==> src/rtl/uart_frame_parser_pkg.sv <==
// Shared constants, state encoding and error codes for the UART frame parser.
package uart_frame_parser_pkg;

  localparam logic [7:0]  DEF_SOF         = 8'hA5;
  localparam int          DEF_MAX_LEN     = 16;
  localparam logic [15:0] DEF_TIMEOUT_CNT = 16'd43400;

  localparam int BUF_DEPTH = 16;
  localparam int BUF_AW    = 4;
  localparam int IDX_W     = 5;

  typedef enum logic [2:0] {
    ST_IDLE    = 3'd0,
    ST_LEN     = 3'd1,
    ST_PAYLOAD = 3'd2,
    ST_CHK     = 3'd3,
    ST_OUT     = 3'd4
  } state_t;

  typedef enum logic [2:0] {
    ERR_LINE     = 3'd0,
    ERR_LENGTH   = 3'd1,
    ERR_CHECKSUM = 3'd2,
    ERR_TIMEOUT  = 3'd3,
    ERR_OVERRUN  = 3'd4
  } err_code_t;

endpackage

==> src/rtl/uart_frame_parser_buf.sv <==
// Payload store: simple dual-port RAM, one write port, registered read port.
module uart_frame_buf
  import uart_frame_parser_pkg::*;
(
  input  logic              clk,
  input  logic              wr_en,
  input  logic [BUF_AW-1:0] wr_addr,
  input  logic [7:0]        wr_data,
  input  logic              rd_en,
  input  logic [BUF_AW-1:0] rd_addr,
  output logic [7:0]        rd_data
);

  logic [7:0] mem [BUF_DEPTH];

  // No reset on storage or read register so the array maps onto block RAM.
  always_ff @(posedge clk) begin
    if (wr_en) begin
      mem[wr_addr] <= wr_data;
    end
    if (rd_en) begin
      rd_data <= mem[rd_addr];
    end
  end

endmodule

==> src/rtl/uart_frame_parser.sv <==
// Parses SOF/LEN/payload/CHK frames from a UART byte stream and replays
// validated payloads on a valid/ready output stream.
module uart_frame_parser
  import uart_frame_parser_pkg::*;
#(
  parameter logic [7:0]  P_SOF         = DEF_SOF,
  parameter int          P_MAX_LEN     = DEF_MAX_LEN,
  parameter logic [15:0] P_TIMEOUT_CNT = DEF_TIMEOUT_CNT
) (
  input  logic       clk,
  input  logic       rst,
  input  logic [7:0] rx_data,
  input  logic       rx_done,
  input  logic       rx_err,
  output logic [7:0] m_data,
  output logic       m_valid,
  output logic       m_last,
  input  logic       m_ready,
  output logic       frame_ok,
  output logic       frame_err,
  output logic [2:0] err_code
);

  localparam logic [7:0] MAX_LEN_B = 8'(P_MAX_LEN);

  state_t           state_reg, state_next;
  logic             rx_err_q_reg;
  logic [IDX_W-1:0] len_reg, idx_reg, rd_idx_reg;
  logic [7:0]       chk_reg;
  logic [15:0]      timer_reg;
  logic             m_valid_reg, m_last_reg, frame_ok_reg, frame_err_reg;
  err_code_t        err_code_reg;

  logic             frame_ok_next, frame_err_next, buf_wr_en;
  err_code_t        err_code_next;
  logic             err_rise, in_frame, timeout_hit, len_bad, chk_match, last_wr;
  logic             xfer, rd_load;
  logic [7:0]       buf_rd_data;

  assign err_rise    = rx_err && !rx_err_q_reg;
  assign in_frame    = (state_reg == ST_LEN) || (state_reg == ST_PAYLOAD) || (state_reg == ST_CHK);
  assign timeout_hit = in_frame && !rx_done && (timer_reg == P_TIMEOUT_CNT - 16'd1);
  assign len_bad     = (rx_data == 8'd0) || (rx_data > MAX_LEN_B);
  assign chk_match   = (rx_data == chk_reg);
  assign last_wr     = (idx_reg == len_reg - IDX_W'(1));
  assign xfer        = m_valid_reg && m_ready;
  // Prefetch the next byte whenever the output register is empty or being drained.
  assign rd_load     = (state_reg == ST_OUT) && (rd_idx_reg < len_reg) && (!m_valid_reg || m_ready);

  always_ff @(posedge clk or negedge rst) begin
    if (!rst) begin
      state_reg <= ST_IDLE;
    end else begin
      state_reg <= state_next;
    end
  end

  always_comb begin
    state_next = state_reg;
    case (state_reg)
      ST_IDLE: begin
        if (rx_done && rx_data == P_SOF) state_next = ST_LEN;
      end
      ST_LEN: begin
        if (err_rise)         state_next = ST_IDLE;
        else if (rx_done)     state_next = len_bad ? ST_IDLE : ST_PAYLOAD;
        else if (timeout_hit) state_next = ST_IDLE;
      end
      ST_PAYLOAD: begin
        if (err_rise)                state_next = ST_IDLE;
        else if (rx_done && last_wr) state_next = ST_CHK;
        else if (timeout_hit)        state_next = ST_IDLE;
      end
      ST_CHK: begin
        if (err_rise)         state_next = ST_IDLE;
        else if (rx_done)     state_next = chk_match ? ST_OUT : ST_IDLE;
        else if (timeout_hit) state_next = ST_IDLE;
      end
      ST_OUT: begin
        if (xfer && m_last_reg) state_next = ST_IDLE;
      end
      default: state_next = ST_IDLE;
    endcase
  end

  always_comb begin
    frame_ok_next  = 1'b0;
    frame_err_next = 1'b0;
    err_code_next  = ERR_LINE;
    buf_wr_en      = 1'b0;
    if (in_frame) begin
      if (err_rise) begin
        frame_err_next = 1'b1;
        err_code_next  = ERR_LINE;
      end else if (rx_done) begin
        case (state_reg)
          ST_LEN: begin
            frame_err_next = len_bad;
            err_code_next  = ERR_LENGTH;
          end
          ST_PAYLOAD: buf_wr_en = 1'b1;
          default: begin
            frame_ok_next  = chk_match;
            frame_err_next = !chk_match;
            err_code_next  = ERR_CHECKSUM;
          end
        endcase
      end else if (timeout_hit) begin
        frame_err_next = 1'b1;
        err_code_next  = ERR_TIMEOUT;
      end
    end else if (state_reg == ST_OUT && rx_done) begin
      frame_err_next = 1'b1;
      err_code_next  = ERR_OVERRUN;
    end
  end

  always_ff @(posedge clk or negedge rst) begin
    if (!rst) begin
      rx_err_q_reg  <= 1'b0;
      frame_ok_reg  <= 1'b0;
      frame_err_reg <= 1'b0;
      err_code_reg  <= ERR_LINE;
      timer_reg     <= '0;
      len_reg       <= '0;
      idx_reg       <= '0;
      chk_reg       <= '0;
      rd_idx_reg    <= '0;
      m_valid_reg   <= 1'b0;
      m_last_reg    <= 1'b0;
    end else begin
      rx_err_q_reg  <= rx_err;
      frame_ok_reg  <= frame_ok_next;
      frame_err_reg <= frame_err_next;
      if (frame_err_next) err_code_reg <= err_code_next;

      if (rx_done || !in_frame) timer_reg <= '0;
      else                      timer_reg <= timer_reg + 16'd1;

      if (state_reg == ST_LEN && rx_done && !err_rise && !len_bad) begin
        len_reg <= rx_data[IDX_W-1:0];
        chk_reg <= rx_data;
        idx_reg <= '0;
      end else if (buf_wr_en) begin
        chk_reg <= chk_reg ^ rx_data;
        idx_reg <= idx_reg + IDX_W'(1);
      end

      if (state_reg == ST_CHK && frame_ok_next) begin
        rd_idx_reg  <= '0;
        m_valid_reg <= 1'b0;
        m_last_reg  <= 1'b0;
      end else if (rd_load) begin
        rd_idx_reg  <= rd_idx_reg + IDX_W'(1);
        m_valid_reg <= 1'b1;
        m_last_reg  <= (rd_idx_reg == len_reg - IDX_W'(1));
      end else if (xfer) begin
        m_valid_reg <= 1'b0;
        m_last_reg  <= 1'b0;
      end
    end
  end

  uart_frame_buf u_buf (
    .clk    (clk),
    .wr_en  (buf_wr_en),
    .wr_addr(idx_reg[BUF_AW-1:0]),
    .wr_data(rx_data),
    .rd_en  (rd_load),
    .rd_addr(rd_idx_reg[BUF_AW-1:0]),
    .rd_data(buf_rd_data)
  );

  assign m_data    = m_valid_reg ? buf_rd_data : 8'd0;
  assign m_valid   = m_valid_reg;
  assign m_last    = m_last_reg;
  assign frame_ok  = frame_ok_reg;
  assign frame_err = frame_err_reg;
  assign err_code  = err_code_reg;

endmodule

==> config.mk <==
export PLATFORM = sky130hd
export DESIGN_NAME = uart_frame_parser
export DESIGN_NICKNAME = d
export VERILOG_FILES = /design/src/rtl/uart_frame_parser_pkg.sv /design/src/rtl/uart_frame_parser_buf.sv /design/src/rtl/uart_frame_parser.sv
export SDC_FILE = /design/constraint.sdc
export NUM_CORES = 1
export LEC_CHECK = 0
export CAP_MARGIN = 20
export CORE_MARGIN = 2
export CORE_UTILIZATION = 28
export DETAILED_ROUTE_END_ITERATION = 8
export GPL_TIMING_DRIVEN = 0
export PLACE_DENSITY_LB_ADDON = 0.05
export SLEW_MARGIN = 30
export SYNTH_ARGS = -nofsm -noshare
export SYNTH_HDL_FRONTEND = slang
export SYNTH_SLANG_ARGS = --single-unit
export TNS_END_PERCENT = 30
==> constraint.sdc <==
create_clock -name clk -period 7.9 [get_ports clk]
set_input_delay 1.58 -clock clk [delete_from_list [all_inputs] [get_ports clk]]
set_output_delay 1.58 -clock clk [all_outputs]
set_load 0.01 [all_outputs]
After elaboration in Yosys (flattened, before gate mapping)
Memory sizes are Yosys's and may differ from the RTL's. A register that Yosys moved wholly into a read port is not among the register bits.
Index checks and enable logic that the tools add are counted.
{ "totals": {"reg_bits": 50, "ramBits": 128, "out_inout_bits": 15, "mem_count": 1, "in_bits": 13} }
{ "memory_table": {"columns": ["name", "depth", "width", "read_ports", "rd_ports_with_merged_regs", "write_ports", "line_no", "source"], "rows": [
  ["u_buf.mem", 16, 8, 1, 1, 1, "uart_frame_parser_buf.sv:14", "logic [7:0] mem [BUF_DEPTH];"]
]} }
{ "op_classes": {"order_cmp": 2, "n_addsub": 4, "eq_ne": 11, "mux": 47, "n_reduce_logical": 33, "bitwise": 1} }
{ "ops": {"columns": ["cell", "n"], "rows": [
  ["two-way mux 3 bit", 14],
  ["two-way mux 8 bit", 3],
  ["two-way mux 1 bit", 20],
  ["two-way mux 5 bit", 4],
  ["adder 16 x 1 -> 16 bit (second input constant)", 1],
  ["== test 16 bit (second input constant)", 1],
  ["two-way mux 16 bit", 1],
  ["case mux 3 bit (5 select lines)", 1],
  ["logical AND 1 bit", 14],
  ["adder 5 x 1 -> 5 bit (second input constant)", 2],
  ["== test 5 bit", 2],
  ["== test 8 bit", 1],
  ["== test 8 bit (second input constant)", 1],
  ["> comparator 8 x 5 -> 1 bit (second input constant)", 1],
  ["zero test 8 bit", 1],
  ["XOR 8 bit", 1],
  ["zero test 1 bit", 7],
  ["== test 3 x 2 -> 1 bit (second input constant)", 2],
  ["logical OR 1 bit", 5],
  ["less-than comparator 5 bit", 1],
  ["subtractor 5 x 1 -> 5 bit (second input constant)", 1],
  ["two-way mux 2 bit", 2],
  ["case mux 2 bit (2 select lines)", 1],
  ["nonzero test 2 bit", 2],
  ["other kinds (9)", 9]
]} }

Depth between registers and ports, before layout
Gate-level depths: netlist of the first run.
{ "logic_depth": {"depth_word": 9, "mapped_depth": 11, "ltp_nobuf": 8} }

Modules after synthesis
Synthesis of the first run repeated with hierarchy kept, for this count alone.
{ "hier_totals": {"cells_unflattened": 528, "area_unflattened_um2": 8115.3} }
{ "by_module_without_submodules": {"columns": ["mod", "n_inst", "area_each_um2", "cells_per_inst"], "rows": [
  ["uart_frame_buf", 1, 5227.5, 229],
  ["uart_frame_parser", 1, 2887.8, 299]
]} }

Worst setup path before layout of the first run
No wires, ideal clock.
{ "synth_path": {"path_kind": "input port to flip-flop", "startpoint": "in rx_err", "endpoint": "mem u_buf.mem[2][0], enable pin", "required_ps": 7517, "arrival_ps": 3230, "path_stages": 5, "slack_ps": 4287, "path_buffers": 1, "cell_sequence": "nor2b_1 nor4b_2 clkbuf_1 nand2_1 nor3_1"} }
{ "synth_between": {"elab_chain_cells": 5} }
{ "synth_lines": {"columns": ["item", "line_no", "source"], "rows": [
  ["start: declaration", "uart_frame_parser.sv:14", "input logic rx_err,"],
  ["logical AND 1 bit", "uart_frame_parser.sv:40", "assign err_rise = rx_err && !rx_err_q_reg;"],
  ["two-way mux 1 bit", "uart_frame_parser.sv:92", "if (err_rise) begin"],
  ["two-way mux 1 bit", "uart_frame_parser.sv:91", "if (in_frame) begin"],
  ["two-way mux 1 bit", "uart_frame_parser_buf.sv:18", "if (wr_en) begin"],
  ["two-way mux 1 bit (implied by the code)", "uart_frame_parser_buf.sv:19", "mem[wr_addr] <= wr_data;"],
  ["end: declaration", "uart_frame_parser_buf.sv:14", null]
]} }
Every way passes these cells.

Final worst setup path of the first run
{ "layout_path": {"startpoint": "in rx_data[2]", "endpoint": "reg len_reg[0]"} }
{ "layout_between": {"elab_chain_cells": 4, "elab_cells_between_ends": 5, "classes_between": "order compare: 1; reduce/logical: 4"} }
{ "layout_lines": {"columns": ["item", "line_no", "source"], "rows": [
  ["start: declaration", "uart_frame_parser.sv:12", "input logic [7:0] rx_data,"],
  ["> comparator 8 x 5 -> 1 bit or zero test 8 bit (tied branches)", "uart_frame_parser.sv:43", "assign len_bad = (rx_data == 8'd0) || (rx_data > MAX_LEN_B);"],
  ["logical OR 1 bit (*)", "uart_frame_parser.sv:43", null],
  ["zero test 1 bit (*)", "uart_frame_parser.sv:140", "if (state_reg == ST_LEN && rx_done && !err_rise && !len_bad) begin"],
  ["logical AND 1 bit (*)", "uart_frame_parser.sv:140", null],
  ["end signal: assignment", "uart_frame_parser.sv:141", "len_reg <= rx_data[IDX_W-1:0];"],
  ["end: declaration", "uart_frame_parser.sv:28", "logic [IDX_W-1:0] len_reg, idx_reg, rd_idx_reg;"]
]} }
Mark *: on every way between the ends. The rest lies on a longest branch, timed or not.
A chain may end at the register's enable or synchronous reset.

==> results.cfg, run 1 <==
[clock_network]
clk_latency_ns = 0.43
cts_sinks = 186
cts.clk_slew.worst_paths_ns = 0.07
postCtsResizedCells = 0
cts-root-buf = clkbuf_16
h-tree-depth = 4
holdBufCountCts = 0
numCtsBuffers = 17
clockBufferDepth = 2
post_cts_buffers = 0
cts_tree = done

[worst_setup_path]
r2r-end = u_buf.mem[9][2]
timing.rr.start = state_reg[2]
r2r_cells = 5
reg2reg_slack_ns = 4.84
crit_arrival_ns = 4.47
crit_buf_inv = 2
cpPeakStageDelay_ns = 0.87
worstPathCellList = clkdlybuf4s50_1, nor4_1, xnor2_1, nand3_1, nor2_1, clkbuf_1, o21ai_0
crit_type = in2reg
critPathSlowestCell = clkdlybuf4s50_1
end_kind = flop
startpoint_type = input port
crit_family = buffers and inverters
required_ns = 8.18
crit_fanout = 22

[cells_and_area]
layout.nets = 591
synthToLayoutAreaGrowth_pct = 17.4
insertedDiodeCount = 0
largest_register_ffs = 128
drive_gt1_frac = 0.180

[drt]
dr_total_vias = 4470
ant_nets = 0
viasPerCell = 4.67
post-route-drc-count = 0
drt_wl_total_microns = 19100
drt_iter0_markers = 337
drtPass1Iterations = 4
post_drt_wl_per_cell_microns = 19.9

[place]
finalWeightedCongestion = 0.723
port-buffer-count = 27
dp_hpwl_microns = 12900

[floorplanning]
die_w_microns = 173
ios = 28
dieArea_sq_mm = 0.0299
core-area_sq_mm = 0.0279
start_util = 0.286
die_h_microns = 173
num_rows = 61

[global_routing]
grt_usage = 0.132
grt_pass1_vias = 4672
use_met1 = 0.183
grt_max_degree = 34
grt_pass1_wl_microns = 29100
busiest_layer = met2
antenna_found_initial = 2
gr-total-overflow = 0
use_met3 = 0.0253
grtUsageMet2 = 0.216

[yosys]
synthFlopType = edfxtp_1
synth-seq-area-share = 0.667
synth-edff-count = 136
async_flop_share = 0.269
yosysWarnings = 0
syn_inst = 514
syn-cell-area_sq_mm = 0.00800
synth_nets = 539
netlist-cell-type-count = 50
syn_avg_cell_area_sq_um = 15.6
ys_seq_elements = 186

[min_path]
worst_hold_path.endpoint = timer_reg[0]
hold_start = timer_reg[0]
min-delay-path-class = reg2reg
min_path_cells = 1

[sta]
tns_ns = 0
period_needed_ns = 4.19
fin_worst_skew_ns = 0.0181
period_share = 0.530
rsz0062_at_grt = no
hold_ws_ns = 0.506
hold_violations = 0
maxSlewViolCount = 0
setup_violations = 0
fmax_ghz = 0.239
tightestPinTransition_ns = 0.934
slew_headroom = 0.375

[job]
maxCapViolCount = 0

[power_and_ir_drop]
ir_worst_vdd_mv = 0.102
powerDensity_mw_per_mm2 = 207
power.total_w = 0.00195
p_leak_nw = 3.19

[outcome]
status = completed
[synthesized netlist by cell type, types with 2 or more instances]
library cell | number | share of area
a31o_2 | 2 | 0.0022
nor2b_1 | 2 | 0.0016
clkbuf_1 | 16 | 0.0075
xnor2_1 | 15 | 0.016
buf_6 | 2 | 0.0028
ha_1 | 12 | 0.019
nor4_1 | 5 | 0.0039
and2_1 | 8 | 0.0063
nor3_1 | 9 | 0.0056
nor2_1 | 42 | 0.020
inv_1 | 13 | 0.0061
buf_2 | 3 | 0.0019
nand3b_1 | 3 | 0.0028
buf_1 | 2 | 0.00094
and4_1 | 2 | 0.0022
xor2_1 | 27 | 0.030
a21oi_1 | 14 | 0.0088
nand4_1 | 8 | 0.0063
nand3_1 | 16 | 0.010
edfxtp_1 | 136 | 0.51
mux4_2 | 40 | 0.11
mux2i_1 | 3 | 0.0038
nand2b_1 | 4 | 0.0031
nand2_1 | 32 | 0.015
o21ai_0 | 20 | 0.013
dfrtp_1 | 50 | 0.16
and3_1 | 2 | 0.0016
or3_1 | 4 | 0.0031
[how the worst max path moves through the flow]
stage | depth (start not counted) | end | slack (ns) | startpoint
6_report | 7 | len_reg[0] | 3.71 | rx_data[2]
5_1_grt | 7 | len_reg[0] | 3.29 | rx_data[2]
4_1_cts | 7 | len_reg[0] | 3.57 | rx_data[1]
3_5_place_dp | 7 | len_reg[0] | 3.12 | rx_data[1]
3_3_place_gp | 6 | u_buf.mem[1][3] | 2.59 | rx_done
2_1_floorplan | 5 | u_buf.mem[2][0] | 4.29 | rx_err
[through the flow]
step / setup WS [ns] / instances / cell area, sq um / utilization
after floorplan: 4.29 / 514 / 8000 / -
after global placement: 2.59 / 919 / 8740 / 0.313
after detailed placement: 3.12 / 925 / 8810 / 0.315
after CTS: 3.57 / 957 / 9400 / 0.336
after global routing: 3.29 / 957 / 9380 / 0.336
final: 3.71 / 957 / 9380 / 0.336
[power by group]
| group | internal (W) | leakage, nW | switching (W) | total [W] |
|---|---|---|---|---|
| registers | 0.00105 | 1.89 | 0.000000875 | 0.00105 |
| clock network | 0.000480 | 0.284 | 0.000376 | 0.000856 |
| logic | 0.0000111 | 1.01 | 0.0000280 | 0.0000391 |
| total | 0.00154 | 3.19 | 0.000405 | 0.00195 |
[placed cells by master (no fill, tap or decap), types with 16 or more instances in the layout]
cell type	n
clkbuf_16	17
xor2_1	27
edfxtp_1	136
clkbuf_1	18
o21ai_0	20
dfrtp_1	50
clkdlybuf4s50_1	22
nand2_1	32
nand3_1	16
mux4_2	40
nor2_1	40
[cell type report]
| cell class | instances | area (sq um) |
|---|---|---|
| Clock inverter | 12 | 138 |
| Sequential cell | 186 | 5340 |
| Inverter | 13 | 48.8 |
| Fill cell | 2735 | 18600 |
| Tap cell | 378 | 473 |
| Clock buffer | 20 | 447 |
| Multi-Input combinational cell | 291 | 2520 |
| Timing Repair Buffer | 33 | 305 |
| Buffer | 24 | 114 |
[layer usage]
| metal | wire (microns) | part of all wire | vias to the layer above |
|---|---|---|---|
| li1 | - | - | 2044 |
| met1 | 9190 | 0.48 | 2353 |
| met2 | 9250 | 0.48 | 66 |
| met3 | 501 | 0.026 | 7 |
| met4 | 133 | 0.0070 | 0 |
| met5 | 0 | 0 | - |
[worst register-to-register path, stage by stage, from the launching register on]
cell and delay, ns:
dfrtp_1 0.39, clkbuf_1 0.27, nor4b_2 0.57, clkbuf_1 0.45
nand2_1 0.26, nor2_1 0.73
[logic make-up (layout without fill, tap and decap cells)]
family                     after synthesis  in the layout  synth area share
adders and majority gates               12             12            0.0188
and+or+nand+nor                        148            148            0.0953
DFF                                    186            186             0.667
xor gates and xnor gates                42             42            0.0460
buffers and inverters                   37            102            0.0202
AOI/OAI and AO/OA                       45             45            0.0346
muxes                                   44             44             0.118
Power figures use the tool's default switching activity.
==> inputs of run 2 (changes only) <==
Clock period 7.9 ns to 3.5 ns, I/O delays scaled along.
==> run 2 against run 1 <==
  * Largest power group unchanged
  * Global-route usage stayed put
  * Sequential power increased by 130%
  * Critical path type unchanged
  * Core utilization about the same
==> results.cfg, run 2 (synthesis results as in run 1) <==
[outcome]
status = completed

[floorplanning]
die_h_microns = 173
core-area_sq_mm = 0.0279
die_w_microns = 173
ios = 28
start_util = 0.286
num_rows = 61
dieArea_sq_mm = 0.0299

[job]
maxCapViolCount = 0

[sta]
setup_violations = 0
tightestPinTransition_ns = 0.930
hold_violations = 0
hold_ws_ns = 0.141
period_needed_ns = 3.31
period_share = 0.944
rsz0062_at_grt = yes
slew_headroom = 0.378
fin_worst_skew_ns = 0.0184
maxSlewViolCount = 0
fmax_ghz = 0.303

[worst_setup_path]
end_kind = flop
timing.rr.start = state_reg[2]
startpoint_type = input port
crit_type = in2reg
crit_fanout = 10
reg2reg_slack_ns = 0.43
r2r-end = u_buf.mem[9][2]
crit_arrival_ns = 3.35
required_ns = 3.54
r2r_cells = 5

[clock_network]
postCtsResizedCells = 0
cts_sinks = 186
post_cts_buffers = 0
numCtsBuffers = 17
clockBufferDepth = 2
holdBufCountCts = 0
cts_tree = done
cts-root-buf = clkbuf_16
cts.clk_slew.worst_paths_ns = 0.08
clk_latency_ns = 0.43
h-tree-depth = 4

[global_routing]
grt_pass1_vias = 4672
antenna_found_initial = 2
grt_pass1_wl_microns = 29100
grt_max_degree = 34
grt_usage = 0.132
gr-total-overflow = 0

[cells_and_area]
drive_gt1_frac = 0.181
layout_common_cells = edfxtp_1, dfrtp_1, mux4_2, nor2_1, nand2_1
synthToLayoutAreaGrowth_pct = 17.4
regArea_sq_mm = 0.00534
fillers = 2735
layout.nets = 591
layout_commonest_cell = edfxtp_1
multi_input_area_sq_mm = 0.00253
insertedDiodeCount = 0
largest_register_ffs = 128

[power_and_ir_drop]
power.total_w = 0.00439
power.net_switching_w = 0.000916
pwr-share-comb = 0.020
powerDensity_mw_per_mm2 = 468
ir_worst_vdd_mv = 0.231
p_leak_nw = 3.19
internal_power_w = 0.00348
seqPwrFrac = 0.540
power.share.clock = 0.440
swShare = 0.208

[min_path]
min-delay-path-class = in2async

[drt]
ant_nets = 0
post-route-drc-count = 0
drtPass1Iterations = 5
dr_total_vias = 4478
viasPerCell = 4.68
drt_wl_total_microns = 19100
drt_iter0_markers = 337
post_drt_wl_per_cell_microns = 20.0

[place]
port-buffer-count = 27
finalWeightedCongestion = 0.723
dp_hpwl_microns = 12900
## run 2: cell type report
class | instances | share of cell area
sequential | 186 | 0.568
multi-input combinational | 291 | 0.269
tap | 378 | 0.0504
clock buffer | 20 | 0.0476
timing repair buffer | 33 | 0.0328
clock inverter | 12 | 0.0147
buffer | 24 | 0.0121
inverter | 13 | 0.00520
## run 2: power groups by stage
stage	Sequential, W	Clock (W)	Combinational [W]
2_1_floorplan	0.00242	0	0.0000166
3_3_place_gp	0.00242	0	0.0000894
3_5_place_dp	0.00242	0	0.0000949
4_1_cts	0.00237	0.00199	0.0000949
5_1_grt	0.00237	0.00208	0.0000999
6_report	0.00237	0.00193	0.0000886
## run 2: stage by stage
stage / setup slack (ns) / instance area (sq um) / TNS (ns) / cells / util
global placement: -0.927 / 8740 / -43.89 / 919 / 0.313
finish: 0.195 / 9390 / 0 / 957 / 0.336
floorplan: 0.767 / 8000 / 0 / 514 / -
detailed placement: -0.399 / 8810 / -25.90 / 925 / 0.315
CTS: 0.0451 / 9400 / 0 / 957 / 0.336
global route: -0.0189 / 9390 / -0.161 / 957 / 0.336
## run 2: per-layer routing
metal,GRT usage,wire (microns),vias up
met5,0,0,-
li1,-,-,2047
met2,0.216,9230,65
met3,0.0253,567,8
met4,0.0297,133,0
met1,0.183,9160,2358
## run 2: worst max-delay path by stage
stage | from | endpoint | slack, ns | cells past startpoint
final | rx_done | u_buf.mem[9][2] | 0.19 | 6
after global routing | rx_done | u_buf.mem[14][4] | -0.02 | 6
after CTS | rx_data[1] | len_reg[0] | 0.05 | 7
after detailed placement | rx_data[1] | len_reg[0] | -0.40 | 7
after global placement | rx_done | u_buf.mem[1][3] | -0.93 | 6
after floorplan | rx_err | u_buf.mem[2][0] | 0.77 | 5
## run 2: worst max-delay path, stage by stage
cell,delay [ns]
clkdlybuf4s50_1,0.63
nand2b_1,0.10
nor4b_2,0.46
clkbuf_1,0.45
nand2_1,0.26
nor2_1,0.73
